===== src/rtl/ps2_host_tx.sv =====
// PS/2 host-to-device transmitter.
// A PicoBlaze write to TX_PORT_ID launches one command frame to the device.
// The ps2c/ps2d lines are open-drain; the *_oe outputs are active-high pull-low enables.
//
// state       | meaning
// ------------+----------------------------------------------------------------
// S_IDLE      | lines released, waiting for a command write
// S_INHIBIT   | clock held low for INHIBIT_CYCLES to abort any device traffic
// S_RTS       | request-to-send: clock released, data pulled low (start bit)
// S_DATA      | shift out data[7:0], parity, stop (release) on device clock falls
// S_WAIT_ACK  | one cycle after the ACK fall; ACK level was sampled on that fall
// S_WAIT_IDLE | wait for the device to release both lines before going idle
module ps2_host_tx #(
  parameter logic [7:0] TX_PORT_ID     = 8'h0B,
  parameter logic [7:0] STATUS_PORT_ID = 8'h0C,
  parameter int         INHIBIT_CYCLES = 10000,
  parameter int         TIMEOUT_CYCLES = 2000000,
  parameter int         FILTER_LEN     = 8
) (
  input  logic       clk,
  input  logic       reset,
  input  logic [7:0] port_id,
  input  logic       write_strobe,
  input  logic [7:0] out_port,
  output logic [7:0] in_port,
  input  logic       ps2c_in,
  input  logic       ps2d_in,
  output logic       ps2c_oe,
  output logic       ps2d_oe,
  output logic       busy,
  output logic       tx_done,
  output logic       tx_err
);

  // One down-counter serves both the inhibit hold and the RTS-to-ACK timeout,
  // since the two intervals never overlap.
  localparam int TMR_MAX = (INHIBIT_CYCLES > TIMEOUT_CYCLES) ? INHIBIT_CYCLES : TIMEOUT_CYCLES;
  localparam int TMR_W   = $clog2(TMR_MAX + 1);
  localparam logic [TMR_W-1:0] INHIBIT_LOAD = TMR_W'(INHIBIT_CYCLES - 1);
  localparam logic [TMR_W-1:0] TIMEOUT_LOAD = TMR_W'(TIMEOUT_CYCLES - 1);

  typedef enum logic [2:0] {
    S_IDLE,
    S_INHIBIT,
    S_RTS,
    S_DATA,
    S_WAIT_ACK,
    S_WAIT_IDLE
  } state_t;

  state_t state, state_nxt;

  logic [FILTER_LEN-1:0] c_hist;
  logic                  c_filt;
  logic                  c_fall;
  logic [9:0]            frame;
  logic [3:0]            bit_cnt;
  logic [TMR_W-1:0]      tmr;
  logic                  tmr_zero;

  logic accept;
  logic rts_enter;
  logic shift_bit;
  logic timeout;
  logic nack;
  logic finish;

  // A fall is the filtered clock level about to go 1->0 after FILTER_LEN agreeing low samples.
  assign c_fall   = c_filt && (c_hist == '0);
  assign tmr_zero = (tmr == '0);

  // State register.
  always_ff @(posedge clk) begin
    if (reset) state <= S_IDLE;
    else       state <= state_nxt;
  end

  // Next-state decode, datapath strobes and line drives.
  always_comb begin
    state_nxt = state;
    accept    = 1'b0;
    rts_enter = 1'b0;
    shift_bit = 1'b0;
    timeout   = 1'b0;
    nack      = 1'b0;
    finish    = 1'b0;
    ps2c_oe   = 1'b0;
    ps2d_oe   = 1'b0;
    busy      = (state != S_IDLE);
    case (state)
      S_IDLE: begin
        if (write_strobe && (port_id == TX_PORT_ID)) begin
          accept    = 1'b1;
          state_nxt = S_INHIBIT;
        end
      end
      S_INHIBIT: begin
        ps2c_oe = 1'b1;
        if (tmr_zero) begin
          rts_enter = 1'b1;
          state_nxt = S_RTS;
        end
      end
      S_RTS: begin
        ps2d_oe = 1'b1;
        if (tmr_zero) begin
          timeout   = 1'b1;
          state_nxt = S_IDLE;
        end else if (c_fall) begin
          state_nxt = S_DATA;
        end
      end
      S_DATA: begin
        ps2d_oe = ~frame[0];
        if (tmr_zero) begin
          timeout   = 1'b1;
          state_nxt = S_IDLE;
        end else if (c_fall) begin
          if (bit_cnt == 4'd9) begin
            // Fall after the stop bit: the device should be holding data low as ACK.
            nack      = ps2d_in;
            state_nxt = S_WAIT_ACK;
          end else begin
            shift_bit = 1'b1;
          end
        end
      end
      S_WAIT_ACK: begin
        if (tmr_zero) begin
          timeout   = 1'b1;
          state_nxt = S_IDLE;
        end else begin
          state_nxt = S_WAIT_IDLE;
        end
      end
      S_WAIT_IDLE: begin
        if (c_filt && ps2d_in) begin
          finish    = 1'b1;
          state_nxt = S_IDLE;
        end
      end
      default: state_nxt = S_IDLE;
    endcase
  end

  // Clock filter, frame shifter, bit counter, shared timer and status flags.
  always_ff @(posedge clk) begin
    if (reset) begin
      c_hist  <= '1;
      c_filt  <= 1'b1;
      frame   <= '1;
      bit_cnt <= '0;
      tmr     <= '0;
      tx_err  <= 1'b0;
      tx_done <= 1'b0;
    end else begin
      c_hist <= {c_hist[FILTER_LEN-2:0], ps2c_in};
      if (c_hist == '0)      c_filt <= 1'b0;
      else if (c_hist == '1) c_filt <= 1'b1;

      tx_done <= finish && !tx_err;

      if (accept) begin
        // Stop bit above odd parity above the payload; bit 0 goes out first.
        frame   <= {1'b1, ~^out_port, out_port};
        bit_cnt <= '0;
        tmr     <= INHIBIT_LOAD;
        tx_err  <= 1'b0;
      end else begin
        if (rts_enter)      tmr <= TIMEOUT_LOAD;
        else if (!tmr_zero) tmr <= tmr - 1'b1;
        if (shift_bit) begin
          frame   <= {1'b1, frame[9:1]};
          bit_cnt <= bit_cnt + 4'd1;
        end
        if (timeout || nack) tx_err <= 1'b1;
      end
    end
  end

  // Status read-back mux for the PicoBlaze input port.
  always_comb begin
    in_port = 8'h00;
    if (port_id == STATUS_PORT_ID) in_port = {5'b0, tx_err, ps2c_oe | ps2d_oe, busy};
  end

endmodule


===== config.mk =====
export PLATFORM = sky130hd
export DESIGN_NAME = ps2_host_tx
export DESIGN_NICKNAME = d
export VERILOG_FILES = /design/src/rtl/ps2_host_tx.sv
export SDC_FILE = /design/constraint.sdc
export NUM_CORES = 1
export LEC_CHECK = 0
export CELL_PAD_IN_SITES_DETAIL_PLACEMENT = 0
export CELL_PAD_IN_SITES_GLOBAL_PLACEMENT = 2
export CORE_AREA = 2 2 95 97
export DETAILED_ROUTE_END_ITERATION = 8
export DIE_AREA = 0 0 97 99
export PLACE_DENSITY_LB_ADDON = 0.1
export RECOVER_POWER = 25
export SYNTH_ARGS = -nofsm -noshare
export SYNTH_HDL_FRONTEND = slang
export SYNTH_SLANG_ARGS = --single-unit

===== constraint.sdc =====
create_clock -name clk -period 2.2 [get_ports clk]
set_input_delay 0.44 -clock clk [delete_from_list [all_inputs] [get_ports clk]]
set_output_delay 0.44 -clock clk [all_outputs]
set_load 0.005 [all_outputs]

# After elaboration in Yosys (flattened, before gate mapping)
# Cells that the tools add are included.
# classes
addsub	2
eq_ne	17
muxes	35
bitwise_logic	2
reduce_logical	17
# ops
cell	n
21-bit 2-to-1 mux	2
3-bit 2-to-1 mux	10
21-bit zero test	1
21-bit by 1-bit subtractor with 21-bit output (second input constant)	1
1-bit 2-to-1 mux	18
9-bit 2-to-1 mux	2
3-bit one-hot mux with 6 select lines	1
8-bit by 4-bit equality test with 1-bit output (second input constant)	2
14-bit 2-to-1 mux	1
3-bit inequality test (second input constant)	3
8-bit equality test (second input constant)	1
8-bit zero test	1
8-bit XNOR reduction	1
3-bit by 2-bit equality test with 1-bit output (second input constant)	2
3-bit equality test (second input constant)	2
2-bit inequality test (second input constant)	3
6-bit AND reduction	1
3-bit OR reduction	2
4-bit by 1-bit adder with 4-bit output (second input constant)	1
4-bit equality test (second input constant)	1
1-bit logical AND	4
2-bit nonzero test	2
3-bit by 1-bit equality test with 1-bit output (second input constant)	1
3-bit zero test	1
other kinds (9)	9
# word_totals
regBits	48
input_bits	21
out_inout_bits	13
word_cells	83

# Logic depth before layout (Yosys ltp)
# depth
depth_word	7
ltp_mapped	8
depth_no_buf	7

# Worst setup path after synthesis
# Ideal clock, no wire load.
# synth_timing
path_kind	register -> register
from	register tmr[8]
to	register tmr[19]
setup_ps	65
arrival_time_ps	2097
required_time_ps	2135
setup_slack_ps	38
path_stages_with_launch	6
n_path_buf	0
synth_period_minus_slack_ps	2162
cell_sequence	dfxtp_1 or4_4 or4_4 a2111oi_2 mux2_2 nor2_1
# synth_via
elab_chain_len	4
word_cells_on_any_way	7
cone_classes	add/sub: 1; eq/ne: 1; mux: 4; reduce/logical: 1
# synth_lines
element	line	rtl
from (decl)	58	logic [TMR_W-1:0] tmr;
from (signal assigned)	171	else if (!tmr_zero) tmr <= tmr - 1'b1;
parallel branches: the longest is 4 deep, another holds 21-bit by 1-bit subtractor with 21-bit output	--	
# Parallel ways; which one is timed is not known. The select of a mux whose other input is x is not followed.
# A chain may end at the register's enable or synchronous reset.

# Worst setup path after layout
# layout_timing
from	input port port_id[5]
to	output port in_port[1]
# layout_via
elab_chain_len	2
# layout_lines
element	line	rtl
from (decl)	22	input logic [7:0] port_id,
8-bit by 4-bit equality test with 1-bit output	184	if (port_id == STATUS_PORT_ID) in_port = {5'b0, tx_err, ps2c_oe | ps2d_oe, busy};
3-bit 2-to-1 mux	184	
to (decl)	25	output logic [7:0] in_port,
# Every way passes these cells.

==> results.sh <==
export IMPL_cp_common_cell="buf_4"
export IMPL_clockBufferDepth=2
export IMPL_hold_buffers=0
export IMPL_worst_setup_path_end_kind="output pin"
export IMPL_synth_top_flop_cell="dfxtp_1"
export IMPL_portBuffers=28
export IMPL_hold_viol=0
export IMPL_final_setup_skew_ns=0.00829
export IMPL_syn2layout_area_growth_pct=31.2
export IMPL_wl_um=6630
export IMPL_cts_tree="yes"
export IMPL_diodes=0
export IMPL_gp_congestion=0.713
export IMPL_peakVddDrop_v=0.000512
export IMPL_grt_max_degree=18
export IMPL_cp_start_kind="input port"
export IMPL_critPathKind="input port to output pin"
export IMPL_period_needed_ns=2.13
export IMPL_slowest_delay_ns=0.41
export IMPL_async_flop_share_pct=0
export IMPL_switching_share_pct=39.2
export IMPL_p_int_uw=2260
export IMPL_synth_adder_area_share_pct=1.49
export IMPL_crit_path_max_fanout=2
export IMPL_stdcell_count=460
export IMPL_grt_pass1_vias=2260
export IMPL_crit_slowest_cell="clkdlybuf4s50_1"
export IMPL_synth_seq_area_share_pct=38.0
export IMPL_dieArea_mm2=0.00960
export IMPL_place_inst=447
export IMPL_placed_cell_area_mm2=0.00319
export IMPL_die_h_um=99
export IMPL_ctsHtreeMaxLevel=2
export IMPL_grt_total_usage_pct=14.0
export IMPL_place_ws_ns=-0.340
export IMPL_p_per_area_mw_per_mm2=1120
export IMPL_numCtsBuffers=5
export IMPL_relSlewSlack_pct=61.8
export IMPL_drt_iter0_drc=39
export IMPL_tightest_slew_ns=0.573
export IMPL_final_common_cell="dfxtp_1"
export IMPL_synth_top_family_by_area="simple AND/OR/NAND/NOR gates"
export IMPL_drtPass1Iterations=4
export IMPL_vias=2257
export IMPL_fin_nets=375
export IMPL_ant_nets=0
export IMPL_fin_area_mm2=0.00331
export IMPL_syn_area_mm2=0.00253
export IMPL_status="complete, no violations"
export IMPL_min_path_type="register to register"
export IMPL_power_total_uw=3720
export IMPL_synth_xor_area_share_pct=5.20
export IMPL_crit_chain="clkdlybuf4s50_1, nor4_2, nand4_1, buf_4, buf_4, nor2_1, buf_2"
export IMPL_antenna_found_initial=0
export IMPL_cp_required_ns=1.76
export IMPL_clk_pin_slew_ns=0.08
export IMPL_cap_violations=0
export IMPL_core_mm2=0.00855
export IMPL_clkPwrFrac_pct=14.6
export IMPL_pin_count=34
export IMPL_clock_root_buffer="clkbuf_8"
export IMPL_routed_via_density=4.91
export IMPL_rsz0062_at_grt="yes"
export IMPL_yosys_area_share_simple_pct=27.8
export IMPL_clkLatencyLatePin_ns=0.29
export IMPL_most_common_layout_cells="dfxtp_1 (46), buf_4 (38), a21oi_1 (28)"
export IMPL_p_comb_share_pct=55.5
export IMPL_synth_distinct_cells=54
export IMPL_finalSetupViolations=0
export IMPL_start_util_pct=29.5
export IMPL_power_leakage_uw=0.00121
export IMPL_synthMuxAreaShare_pct=3.62
export IMPL_dpl_hpwl_um=5030
export IMPL_synth_edff_count=0
export IMPL_num_rows=34
export IMPL_overflow=0
export IMPL_die_x_um=97
export IMPL_ys_seq_elements=48
export IMPL_grt_pass1_wl_um=10900
export IMPL_ys_warn_count=0
export IMPL_fin_crit_sh_pct=96.9
export IMPL_synthCells=287
export IMPL_p_sw_uw=1460
export IMPL_avgSynthCellArea_um2=8.80
export IMPL_clock_sinks=48
export IMPL_p_seq_share_pct=29.9
export IMPL_fin_ws_ns=0.0689
export IMPL_drc=0
export IMPL_cp_arrival_ns=1.69
export IMPL_synth_compound_area_share_pct=18.4
export IMPL_drv_slew=0
export IMPL_timing_fmax_ghz=0.469
export IMPL_wl_per_cell_um=14.4
export IMPL_fin_setup_tns_ns=0
export IMPL_drive_gt1_share_pct=21.9
power by group through the flow:
stage	clock [uW]	sequential (uW)	combinational (uW)
2_1_floorplan	0	1120	1260
3_3_place_gp	0	1130	2030
3_5_place_dp	0	1130	2010
4_1_cts	578	1110	2070
5_1_grt	604	1130	2270
6_report	542	1110	2060
sequential cells by signal (all words and copies together) (netlist names):
name / cells
bit_cnt: 4
c_filt: 1
c_hist: 8
frame: 9
state: 3
tmr: 21
tx_done: 1
tx_err: 1
critical path, delay by kind of cell:
family        cells  cell delay [ns]
simple gates      3             0.44
buf+inv           4             0.82
cells by family (layout without fill, tap and decap cells):
kind of cell / count (synthesis) / count (layout)
other: 1 / 5
buffers and inverters: 29 / 90
AO/OA/AOI/OAI: 70 / 70
AND/OR/NAND/NOR: 112 / 112
multiplexers: 9 / 9
XOR/XNOR: 15 / 15
adder cells (fa/ha/maj): 3 / 3
flip-flops: 48 / 48
area by class of cell:
type / count / area (um2)
Clock buffer: 8 / 90.1
Fill cell: 893 / 5240
Inverter: 11 / 41.3
Multi-Input combinational cell: 214 / 1470
Sequential cell: 48 / 963
Tap cell: 108 / 135
Timing Repair Buffer: 71 / 614
synth_stat cells, types with 2 or more instances:
master / number / area share [%]
a31oi_1: 4 / 0.99
nand2b_1: 7 / 1.7
and3_1: 2 / 0.50
a21oi_1: 28 / 5.5
buf_4: 6 / 1.8
nand3_1: 11 / 2.2
buf_2: 2 / 0.40
o22ai_1: 2 / 0.50
nand2_1: 10 / 1.5
a211oi_1: 6 / 1.8
clkbuf_1: 10 / 1.5
mux2i_1: 8 / 3.2
or4_4: 4 / 1.8
or2_2: 9 / 2.2
nand4_1: 7 / 1.7
inv_1: 10 / 1.5
ha_1: 3 / 1.5
nor3_1: 13 / 2.6
dfxtp_1: 48 / 38
xnor2_1: 14 / 4.9
nor4_4: 2 / 1.7
a221oi_1: 3 / 1.0
or3_1: 5 / 1.2
nand4b_1: 2 / 0.69
a2111oi_0: 3 / 1.0
nand3b_1: 5 / 1.5
o22a_1: 2 / 0.69
a21o_1: 2 / 0.59
and4b_1: 2 / 0.79
nor2_1: 19 / 2.8
o21ai_0: 8 / 1.6
nor4_1: 5 / 1.2
a311oi_1: 4 / 1.4
repair_timing:
item,in CTS,in global routing
pin swaps,5,5
resized for setup,13,5
setup endpoints to repair,4,9
endpoints found under the hold margin,0,0
gates cloned,0,0
buffers inserted,2,3
metal layers:
layer	share of wire (%)	routed length [um]	GRT usage (%)
met3	2.8	183	2.84
met2	52	3460	26.0
met5	0	0	0
met1	44	2890	16.1
met4	1.4	94	4.12
metrics by stage:
| stage | hold WS, ns | util [%] |
|---|---|---|
| finish | 0.483 | 38.7 |
| global route | 0.500 | 38.7 |
| global placement | 0.456 | 37.3 |
| detailed placement | 0.465 | 37.3 |
| CTS | 0.487 | 38.6 |
| floorplan | 0.441 | - |
path summary, 6_finish.rpt:
path,startpoint,end,slack [ns],cells after the start
worst min-delay path,c_hist[2]$_SDFF_PP1_,c_hist[3]$_SDFF_PP1_,0.48,1
worst min register to register,c_hist[2]$_SDFF_PP1_,c_hist[3]$_SDFF_PP1_,0.48,1
worst max register to register,tmr[11]$_SDFFE_PP0N_,tmr[19]$_SDFFE_PP0P_,0.09,5
worst max-delay path,port_id[5],in_port[1],0.07,7
Note: power is estimated with default switching activity, not from simulation.
